<file path="config.mk">
export PLATFORM = sky130hd
export DESIGN_NAME = rca_seq_ctrl
export DESIGN_NICKNAME = d
export VERILOG_FILES = /design/src/rtl/rca_seq_ctrl.sv
export SDC_FILE = /design/constraint.sdc
export NUM_CORES = 1
export LEC_CHECK = 0
export ABC_AREA = 1
export CAP_MARGIN = 25
export CORE_MARGIN = 3
export CORE_UTILIZATION = 50
export CTS_BUF_LIST = sky130_fd_sc_hd__clkbuf_2
export CTS_CLUSTER_SIZE = 28
export DETAILED_ROUTE_END_ITERATION = 8
export PLACE_DENSITY = 0.79
export SLEW_MARGIN = 30
export SYNTH_ARGS = -nofsm -noshare
export SYNTH_HDL_FRONTEND = slang
export SYNTH_SLANG_ARGS = --single-unit
</file>
<file path="constraint.sdc">
create_clock -name clk -period 7.6 [get_ports clk]
set_clock_uncertainty 0.2 [all_clocks]
set_input_delay 1.52 -clock clk [delete_from_list [all_inputs] [get_ports clk]]
set_output_delay 1.52 -clock clk [all_outputs]
set_load 0.1 [all_outputs]
</file>
<file path="src/rtl/rca_seq_ctrl.sv">
// Sequential adder/subtractor: one 4-bit ripple-carry slice reused per cycle, LSB nibble first.
// Valid/ready on both sides; the result is held in DONE until the consumer accepts it.
module rca_seq_ctrl #(
    parameter int unsigned NIBBLES = 4
) (
    input  logic                   clk,
    input  logic                   rst_n,
    input  logic                   in_valid,
    output logic                   in_ready,
    input  logic [4*NIBBLES-1:0]   A,
    input  logic [4*NIBBLES-1:0]   B,
    input  logic                   op,
    output logic                   out_valid,
    input  logic                   out_ready,
    output logic [4*NIBBLES-1:0]   S,
    output logic                   C,
    output logic                   V,
    output logic                   busy
);

    localparam int unsigned W    = 4 * NIBBLES;
    localparam int unsigned IdxW = $clog2(NIBBLES);

    typedef enum logic [1:0] {StIdle, StRun, StDone} state_e;

    state_e            state_q, state_d;
    logic [W-1:0]      a_q, b_q, s_q;
    logic              op_q, carry_q, c_q, v_q;
    logic [IdxW-1:0]   idx_q;

    logic [3:0]        nib_a, nib_b, slice_sum;
    logic              cy, c_into_msb, c_out;
    logic              accept, last_nib;

    assign accept   = (state_q == StIdle) && in_valid;
    assign last_nib = (idx_q == IdxW'(NIBBLES - 1));

    // Single ripple slice; subtract inverts B and relies on carry_q starting at op.
    always_comb begin
        nib_a      = a_q[4*idx_q +: 4];
        nib_b      = b_q[4*idx_q +: 4] ^ {4{op_q}};
        slice_sum  = '0;
        c_into_msb = 1'b0;
        cy         = carry_q;
        for (int k = 0; k < 4; k++) begin
            slice_sum[k] = nib_a[k] ^ nib_b[k] ^ cy;
            if (k == 3) c_into_msb = cy;
            cy = (nib_a[k] & nib_b[k]) | (cy & (nib_a[k] ^ nib_b[k]));
        end
        c_out = cy;
    end

    always_ff @(posedge clk or negedge rst_n) begin
        if (!rst_n) state_q <= StIdle;
        else        state_q <= state_d;
    end

    always_comb begin
        state_d = state_q;
        unique case (state_q)
            StIdle:  if (in_valid)  state_d = StRun;
            StRun:   if (last_nib)  state_d = StDone;
            StDone:  if (out_ready) state_d = StIdle;
            default:                state_d = StIdle;
        endcase
    end

    always_ff @(posedge clk or negedge rst_n) begin
        if (!rst_n) begin
            a_q     <= '0;
            b_q     <= '0;
            op_q    <= 1'b0;
            idx_q   <= '0;
            carry_q <= 1'b0;
            s_q     <= '0;
            c_q     <= 1'b0;
            v_q     <= 1'b0;
        end else if (accept) begin
            a_q     <= A;
            b_q     <= B;
            op_q    <= op;
            idx_q   <= '0;
            carry_q <= op;
        end else if (state_q == StRun) begin
            s_q[4*idx_q +: 4] <= slice_sum;
            carry_q           <= c_out;
            if (last_nib) begin
                c_q <= c_out;
                v_q <= c_into_msb ^ c_out;
            end else begin
                idx_q <= idx_q + IdxW'(1);
            end
        end
    end

    assign in_ready  = (state_q == StIdle);
    assign out_valid = (state_q == StDone);
    assign busy      = (state_q != StIdle);
    assign S         = s_q;
    assign C         = c_q;
    assign V         = v_q;

endmodule

</file>
==> flow_summary.json, run 1 <==
{
  "setup_viol": 0,
  "worst-path-max-fanout": 3,
  "synth-seq-cells": 56,
  "slowest_stage": "clkdlybuf4s50_1",
  "status": "completed",
  "drt_wl_total_microns": 5550,
  "grt-ovfl-total": 0,
  "finalHoldViolCount": 0,
  "die_area_sq_um": 6430,
  "critical_path_required_ns": 5.88,
  "root_buffer": "clkbuf_2",
  "place_hpwl_microns": 4060,
  "n_fill_cell": 472,
  "dp_cells": 450,
  "drive_above_1_share_pct": 7.22,
  "die-width_microns": 80.2,
  "reg2reg_to": "S[7]$_DFFE_PN0P_",
  "timing.final.crit_period_ns": 4.05,
  "place_ws_ns": 3.69,
  "slew_viol_final": 0,
  "worstHoldPathCells": 2,
  "rows": 26,
  "antenna_found_initial": 0,
  "dr.pass1.iters": 4,
  "ant_nets": 0,
  "path_buf_inv": 2,
  "start_util_pct": 52.9,
  "gp_congestion": 0.838,
  "end_kind": "output port",
  "synth_cell_types": 24,
  "n_antenna_cell": 0,
  "fin_setup_tns_ns": 0,
  "port_buffers": 57,
  "post_cts_buffers": 0,
  "min_from": "a_q[10]$_DFFE_PN0P_",
  "grt_first_pass_wirelength_microns": 9670,
  "rr_worst_depth": 12,
  "hold_ws_ns": 0.315,
  "clkSinkCount": 56,
  "yosysSeqAreaShare_pct": 50.9,
  "reg2reg_slack_ns": 3.59,
  "final_nets": 434,
  "drtIter0Drc": 126,
  "cp-startpoint": "state_q[1]$_DFFE_PN0P_",
  "crit_family": "buffers and inverters",
  "cts_buffers": 5,
  "stdcell_count": 458,
  "path_class": "flip-flop to output port",
  "area_growth_pct": 22.5,
  "viasPerCell": 4.82,
  "slowest_delay_ns": 1.13,
  "rsz0062_at_grt": "false",
  "ys.warnings.count": 0,
  "cts_tree": "yes",
  "insertion_delay_ns": 0.45,
  "reg2reg_from": "idx_q[0]$_DFFE_PN0P_",
  "tightest_slew_ns": 0.966,
  "clkTransAtPathRegs_ns": 0.25,
  "cts_max_path_buffers": 2,
  "synth_cells": 332,
  "start_kind": "flip-flop",
  "num_vias": 2206,
  "syn-cell-area_sq_um": 2750,
  "wl_per_cell_microns": 12.1,
  "min_to": "a_q[10]$_DFFE_PN0P_",
  "core_sq_um": 5200,
  "fp.dieH_microns": 80.2,
  "grt_max_degree": 57,
  "worst_ep_arrival_time_ns": 2.33,
  "grt_pass1_vias": 2188,
  "track_usage_pct": 19.2,
  "timing.final.crit_share_pct": 53.3,
  "worstPathCellList": "inv_1 > nor2_1 > clkdlybuf4s50_1",
  "postLayoutSetupSlackWorst_ns": 3.55,
  "drv_cap": 0,
  "hp-class": "flip-flop to flip-flop",
  "max_freq_mhz": 247,
  "relSlewSlack_pct": 35.4,
  "syn_nets": 379,
  "most-common-layout-cells": "164 x nand2_1, 56 x dfrtp_1, 56 x clkdlybuf4s50_1",
  "final_common_cell": "nand2_1",
  "h-tree-depth": 2,
  "drc": 0,
  "cts_resized": 0,
  "num_io_pins": 58,
  "postSynthAreaPerCell_sq_um": 8.29,
  "cts_hold_buf": 0
}
-- how the worst max path moves through the flow --
stage                                    to  slack, ns  depth (start not counted)
after global routing      S[15]$_DFFE_PN0P_       3.29                         12
after global placement    S[15]$_DFFE_PN0P_       3.79                         12
after detailed placement   S[7]$_DFFE_PN0P_       3.69                         12
after CTS                         out_valid       3.50                          3
after floorplan                   out_valid       4.04                          2
final                             out_valid       3.55                          3
-- layout make-up --
cell class              count  area, sq um  share of cell area (%)
clock inverters             3         13.8                   0.408
repair buffers             58          573                    17.0
flip-flops and latches     56         1400                    41.6
multi-input cells         251         1210                    35.9
well taps                  70         87.6                    2.60
clock buffers               5         25.0                   0.743
inverters                  15         58.8                    1.75
-- Yosys cell counts, drive strengths merged --
cell type / number / share of area (%)
dfrtp: 56 / 51
inv: 14 / 2.0
o21ai: 21 / 3.8
ha: 6 / 2.7
xnor2: 1 / 0.32
nand3: 33 / 6.0
clkinv: 1 / 0.14
buf: 9 / 2.8
nor2: 7 / 1.8
nand2: 177 / 26
o31ai: 1 / 0.27
fa: 4 / 2.9
clkbuf: 1 / 0.14
or2: 1 / 0.23
-- per-layer routing --
metal  vias to the layer above  track usage, %  part of all wire (%)
met1                       981            24.2                    44
met3                         9            3.36                   4.7
met4                         0            7.94                   1.6
met5                         -               0                     0
met2                        69            32.4                    49
li1                       1147               -                     -
-- cell families (layout without fill, tap and decap cells) --
group,count (synthesis),count (layout),synth area share [%]
compound gates,22,22,4.09
xor+xnor,1,1,0.318
fa+ha+maj,10,10,5.64
buf+inv,25,81,5.09
flops,56,56,50.9
simple gates,218,218,33.9
-- registers in the layout, summed over array words and instances, names as in the netlist --
| signal | flops |
|---|---|
| S | 16 |
| a_q | 16 |
| b_q | 16 |
| idx_q | 2 |
| state_q | 2 |
| C | 1 |
| V | 1 |
| carry_q | 1 |
| op_q | 1 |
-- worst min-delay path, stage by stage (launching register included) --
cell and delay [ns]:
dfrtp_1 0.40, nand2_1 0.05, nand2_1 0.05
-- through the flow --
stage / utilization [%] / cell area (sq um)
3_5_place_dp: 64.0 / 3330
6_report: 64.7 / 3370
4_1_cts: 64.7 / 3370
2_1_floorplan: - / 2750
5_1_grt: 64.7 / 3370
3_3_place_gp: 64.0 / 3330
Power of run 1 is left out: the tool's default activity adds up to more than one toggle a clock period on the data nets, which glitch-free logic cannot reach.
==> run 2, diff against run 1 <==
==> constraint.sdc (replaced) <==
create_clock -name clk -period 3.8 [get_ports clk]
set_clock_uncertainty 0.2 [all_clocks]
set_input_delay 0.76 -clock clk [delete_from_list [all_inputs] [get_ports clk]]
set_output_delay 0.76 -clock clk [all_outputs]
set_load 0.1 [all_outputs]
==> run 2 against run 1 <==
Compared with the run above: cell area is 0.93% higher; utilization is 0.60 points higher; worst setup slack worse by 3.2 ns; critical endpoint is now S[15]$_DFFE_PN0P_.
==> flow_summary.json, run 2 (synthesis results as in run 1) <==
{
  "insertion_delay_ns": 0.45,
  "reg2reg_from": "idx_q[1]$_DFFE_PN0P_",
  "grt_util_met2_pct": 31.0,
  "cts_buffers": 5,
  "max_freq_mhz": 290,
  "fin_setup_tns_ns": 0,
  "port_buffers": 57,
  "place_hpwl_microns": 4180,
  "clkSinkCount": 56,
  "critical_path_required_ns": 3.98,
  "use_met1_pct": 23.6,
  "end_kind": "flip-flop",
  "final_common_cell": "nand2_1",
  "cts_max_path_buffers": 2,
  "dr.pass1.iters": 4,
  "drt_wl_total_microns": 5540,
  "num_vias": 2241,
  "rr_worst_depth": 12,
  "drv_cap": 0,
  "antenna_found_initial": 0,
  "tightest_slew_ns": 0.973,
  "root_buffer": "clkbuf_2",
  "timing.final.crit_share_pct": 90.6,
  "worstPathCellList": "clkinv_1 > nand3_1 > nand2_1 > nand2_1 > nand2_1 > fa_1 > fa_1 > fa_1 > fa_1 > nor2_1 > nand2_1 > o21ai_0",
  "cts_tree": "yes",
  "crit_family": "adder cells",
  "cp.depth": 12,
  "status": "completed",
  "drc": 0,
  "setup_viol": 0,
  "rsz0062_at_grt": "false",
  "grt_max_degree": 36,
  "num_io_pins": 58,
  "viasPerCell": 4.87,
  "die_area_sq_um": 6430,
  "worst-path-max-fanout": 12,
  "n_antenna_cell": 0,
  "wl_per_cell_microns": 12.0,
  "timing.final.crit_period_ns": 3.44,
  "slowest_stage": "fa_1",
  "drtIter0Drc": 92,
  "ant_nets": 0,
  "start_util_pct": 52.9,
  "clkTransAtPathRegs_ns": 0.26,
  "fp.dieH_microns": 80.2,
  "path_buf_inv": 1,
  "hp-class": "primary input to async pin",
  "finalHoldViolCount": 0,
  "most-common-layout-cells": "164 x nand2_1, 56 x dfrtp_1, 53 x clkdlybuf4s50_1",
  "path_class": "flip-flop to flip-flop",
  "post_cts_buffers": 0,
  "use_met3_pct": 4.15,
  "drive_above_1_share_pct": 8.21,
  "final_nets": 436,
  "cts_hold_buf": 0,
  "reg2reg_to": "S[15]$_DFFE_PN0P_",
  "area_growth_pct": 23.6,
  "core_sq_um": 5200,
  "worst_ep_arrival_time_ns": 3.62,
  "gp_congestion": 0.826,
  "reg2reg_slack_ns": 0.36,
  "grt_pass1_vias": 2141,
  "slew_viol_final": 0,
  "h-tree-depth": 2,
  "start_kind": "flip-flop",
  "grt-busiest-layer": "met2",
  "relSlewSlack_pct": 34.9,
  "track_usage_pct": 18.6,
  "grt_first_pass_wirelength_microns": 9430,
  "die-width_microns": 80.2,
  "grt-ovfl-total": 0,
  "cts_resized": 0,
  "slowest_delay_ns": 0.48,
  "rows": 26
}
## run 2: changes by cell type in the layout (fill, tap and decap cells not counted)
cell             delta
buf_4               +5
clkdlybuf4s50_1     -3
clkinv_2            -2
bufinv_16           +1
clkinv_1            +1
## run 2: layout make-up
type	count	area, sq um
Clock buffer	5	25.0
Clock inverter	3	37.5
Fill cell	462	1800
Inverter	15	58.8
Multi-Input combinational cell	251	1210
Sequential cell	56	1400
Tap cell	70	87.6
Timing Repair Buffer	60	581
## run 2: worst max path at each step
stage,startpoint,end
finish,idx_q[1]$_DFFE_PN0P_,S[15]$_DFFE_PN0P_
global route,idx_q[0]$_DFFE_PN0P_,S[7]$_DFFE_PN0P_
CTS,idx_q[1]$_DFFE_PN0P_,S[15]$_DFFE_PN0P_
detailed placement,idx_q[1]$_DFFE_PN0P_,S[15]$_DFFE_PN0P_
global placement,idx_q[1]$_DFFE_PN0P_,S[15]$_DFFE_PN0P_
floorplan,idx_q[1]$_DFFE_PN0P_,S[15]$_DFFE_PN0P_
## run 2: per-layer routing
| metal | up-vias | routed length [microns] |
|---|---|---|
| met5 | - | 0 |
| met4 | 0 | 119 |
| met3 | 11 | 254 |
| met2 | 58 | 2690 |
| met1 | 1024 | 2470 |
| li1 | 1148 | - |
## run 2: worst register-to-register path: stages, from the launching register on
cell and delay [ns]:
dfrtp_1 0.41, clkinv_1 0.29, nand3_1 0.22, nand2_1 0.07, nand2_1 0.05, nand2_1 0.06
fa_1 0.38, fa_1 0.39, fa_1 0.43, fa_1 0.48, nor2_1 0.15, nand2_1 0.08
o21ai_0 0.17
## run 2: per-stage QoR
step                      area (sq um)  std cells  setup WS, ns  util, %  hold slack (ns)
final                             3400        460         0.357     65.3            0.141
after global placement            3340        452         0.528     64.1            0.265
after CTS                         3400        460         0.379     65.3            0.162
after detailed placement          3340        452         0.443     64.1            0.267
after global routing              3400        460         0.182     65.3            0.165
after floorplan                   2750        332         0.511        -            0.249
Power of run 2 is left out for the same reason.
==> run 3, diff against run 2 <==
--- a/config.mk
+++ b/config.mk
@@ -12,6 +12,7 @@
 export CTS_BUF_LIST = sky130_fd_sc_hd__clkbuf_2
 export CTS_CLUSTER_SIZE = 28
 export DETAILED_ROUTE_END_ITERATION = 8
+export GPL_TIMING_DRIVEN = 0
 export PLACE_DENSITY = 0.79
 export SLEW_MARGIN = 30
 export SYNTH_ARGS = -nofsm -noshare
==> run 3 against run 2 <==
Compared with the run above: cell area up 3.6%; register-to-register slack worse by 0.14 ns; first-iteration DRC count down 15%; critical path type unchanged.
==> flow_summary.json, run 3 (synthesis results as in run 1) <==
{
  "status": "completed",
  "n_fill_cell": 440,
  "hp-class": "flip-flop to flip-flop",
  "relSlewSlack_pct": 34.6,
  "max_freq_mhz": 279,
  "area_growth_pct": 28.0,
  "ant_nets": 0,
  "drc": 0,
  "path_class": "flip-flop to flip-flop",
  "h-tree-depth": 2,
  "worst_ep_arrival_time_ns": 3.77,
  "drtIter0Drc": 78,
  "final_common_cell": "nand2_1",
  "gp_congestion": 0.837,
  "track_usage_pct": 20.0,
  "drive_above_1_share_pct": 11.1,
  "tightest_slew_ns": 0.978,
  "num_vias": 2318,
  "n_antenna_cell": 0,
  "reg2reg_slack_ns": 0.22,
  "clkTransAtPathRegs_ns": 0.25,
  "worstPathCellList": "inv_2 > clkbuf_4 > nand2_1 > nand3_1 > nand2_1 > fa_1 > fa_1 > fa_1 > fa_1 > nor2_1 > nand2_1 > o21ai_0",
  "viasPerCell": 4.89,
  "wl_per_cell_microns": 12.1,
  "setup_viol": 0,
  "port_buffers": 57,
  "fin_setup_tns_ns": 0,
  "regArea_sq_um": 1400,
  "die-width_microns": 80.2,
  "worstHoldPathCells": 2,
  "die_area_sq_um": 6430,
  "num_io_pins": 58,
  "root_buffer": "clkbuf_2",
  "end_kind": "flip-flop",
  "rows": 26,
  "path_buf_inv": 2,
  "cts_tree": "yes",
  "insertion_delay_ns": 0.44,
  "cts_buffers": 5,
  "crit_family": "adder cells",
  "start_kind": "flip-flop",
  "slew_viol_final": 0,
  "reg2reg_to": "S[15]$_DFFE_PN0P_",
  "core_sq_um": 5200,
  "finalHoldViolCount": 0,
  "drt_wl_total_microns": 5740,
  "antenna_found_initial": 0,
  "rr_worst_depth": 12,
  "drv_cap": 0,
  "grt_pass1_vias": 2261,
  "worst-path-max-fanout": 12,
  "rsz0062_at_grt": "false",
  "dr.pass1.iters": 4,
  "slowest_delay_ns": 0.53,
  "reg2reg_from": "idx_q[0]$_DFFE_PN0P_",
  "cts_max_path_buffers": 2,
  "min_from": "a_q[10]$_DFFE_PN0P_",
  "critPathMostFrequentCell": "fa_1",
  "timing.final.crit_period_ns": 3.58,
  "grt_first_pass_wirelength_microns": 10100,
  "grt_max_degree": 33,
  "place_hpwl_microns": 4420,
  "slowest_stage": "dfrtp_2",
  "fp.dieH_microns": 80.2,
  "start_util_pct": 52.9,
  "critical_path_required_ns": 3.99,
  "timing.final.crit_share_pct": 94.2,
  "most-common-layout-cells": "164 x nand2_1, 56 x clkdlybuf4s50_1, 55 x dfrtp_1",
  "clkSinkCount": 56,
  "min_to": "a_q[10]$_DFFE_PN0P_",
  "multi_input_area_sq_um": 1210,
  "grt-ovfl-total": 0,
  "final_nets": 450
}
## run 3: cell types whose count changed in the layout (fill, tap and decap cells not counted)
cell,change
buf_12,+1
clkbuf_4,+1
buf_4,+4
buf_6,+2
buf_8,+1
clkbuf_2,+3
dfrtp_2,+1
dfrtp_1,-1
clkinvlp_4,+1
clkdlybuf4s50_1,+3
bufinv_16,-1
dlygate4sd3_1,+1
clkinv_1,-2
## run 3: routing by layer
metal | vias up | wire, microns | global-route usage (%)
met1 | 1063 | 2520 | 24.5
met2 | 67 | 2910 | 35.6
met5 | - | 0 | 0
li1 | 1182 | - | -
met4 | 0 | 57 | 6.08
met3 | 6 | 260 | 3.81
## run 3: tightest hold or removal path: cells and delay by family, from the launching register on
kind             cells  cell delay [ns]
AND/OR/NAND/NOR      2             0.11
flip-flops           1             0.40
## run 3: worst max path at each step
| stage | cells after the start | from | slack [ns] | end |
|---|---|---|---|---|
| detailed placement | 13 | idx_q[1]$_DFFE_PN0P_ | 0.05 | S[15]$_DFFE_PN0P_ |
| CTS | 13 | idx_q[1]$_DFFE_PN0P_ | 0.003 | S[15]$_DFFE_PN0P_ |
| floorplan | 13 | idx_q[1]$_DFFE_PN0P_ | 0.51 | S[15]$_DFFE_PN0P_ |
| global placement | 13 | idx_q[1]$_DFFE_PN0P_ | 0.1 | S[7]$_DFFE_PN0P_ |
| finish | 12 | idx_q[0]$_DFFE_PN0P_ | 0.22 | S[15]$_DFFE_PN0P_ |
| global route | 12 | idx_q[0]$_DFFE_PN0P_ | 0.03 | S[15]$_DFFE_PN0P_ |
## run 3: stage by stage
| step | cells | hold slack [ns] | cell area (sq um) | setup slack, ns | utilization (%) |
|---|---|---|---|---|---|
| after floorplan | 332 | 0.249 | 2750 | 0.511 | - |
| after global placement | 459 | 0.262 | 3410 | 0.0971 | 65.5 |
| after detailed placement | 460 | 0.266 | 3430 | 0.0463 | 65.8 |
| after CTS | 469 | 0.319 | 3480 | 0.00329 | 66.8 |
| after global routing | 474 | 0.339 | 3520 | 0.0302 | 67.7 |
| final | 474 | 0.313 | 3520 | 0.220 | 67.7 |
## run 3: area by class of cell
type	count	area share (%)
plain buffers	10	2.42
repair buffers	64	18.0
well taps	70	2.49
clock buffers	7	0.995
multi-input cells	251	34.4
inverters	15	1.78
flip-flops and latches	56	39.8
clock inverters	1	0.107
## run 3: what timing repair did
| item | 4_1_cts | 5_1_grt |
|---|---|---|
| endpoints found under the setup margin | 0 | 6 |
| setup buffers | 0 | 5 |
| hold buffers | 1 | 0 |
| endpoints found under the hold margin | 24 | 0 |
| resized for setup | 0 | 5 |
Power of run 3 is left out for the same reason.
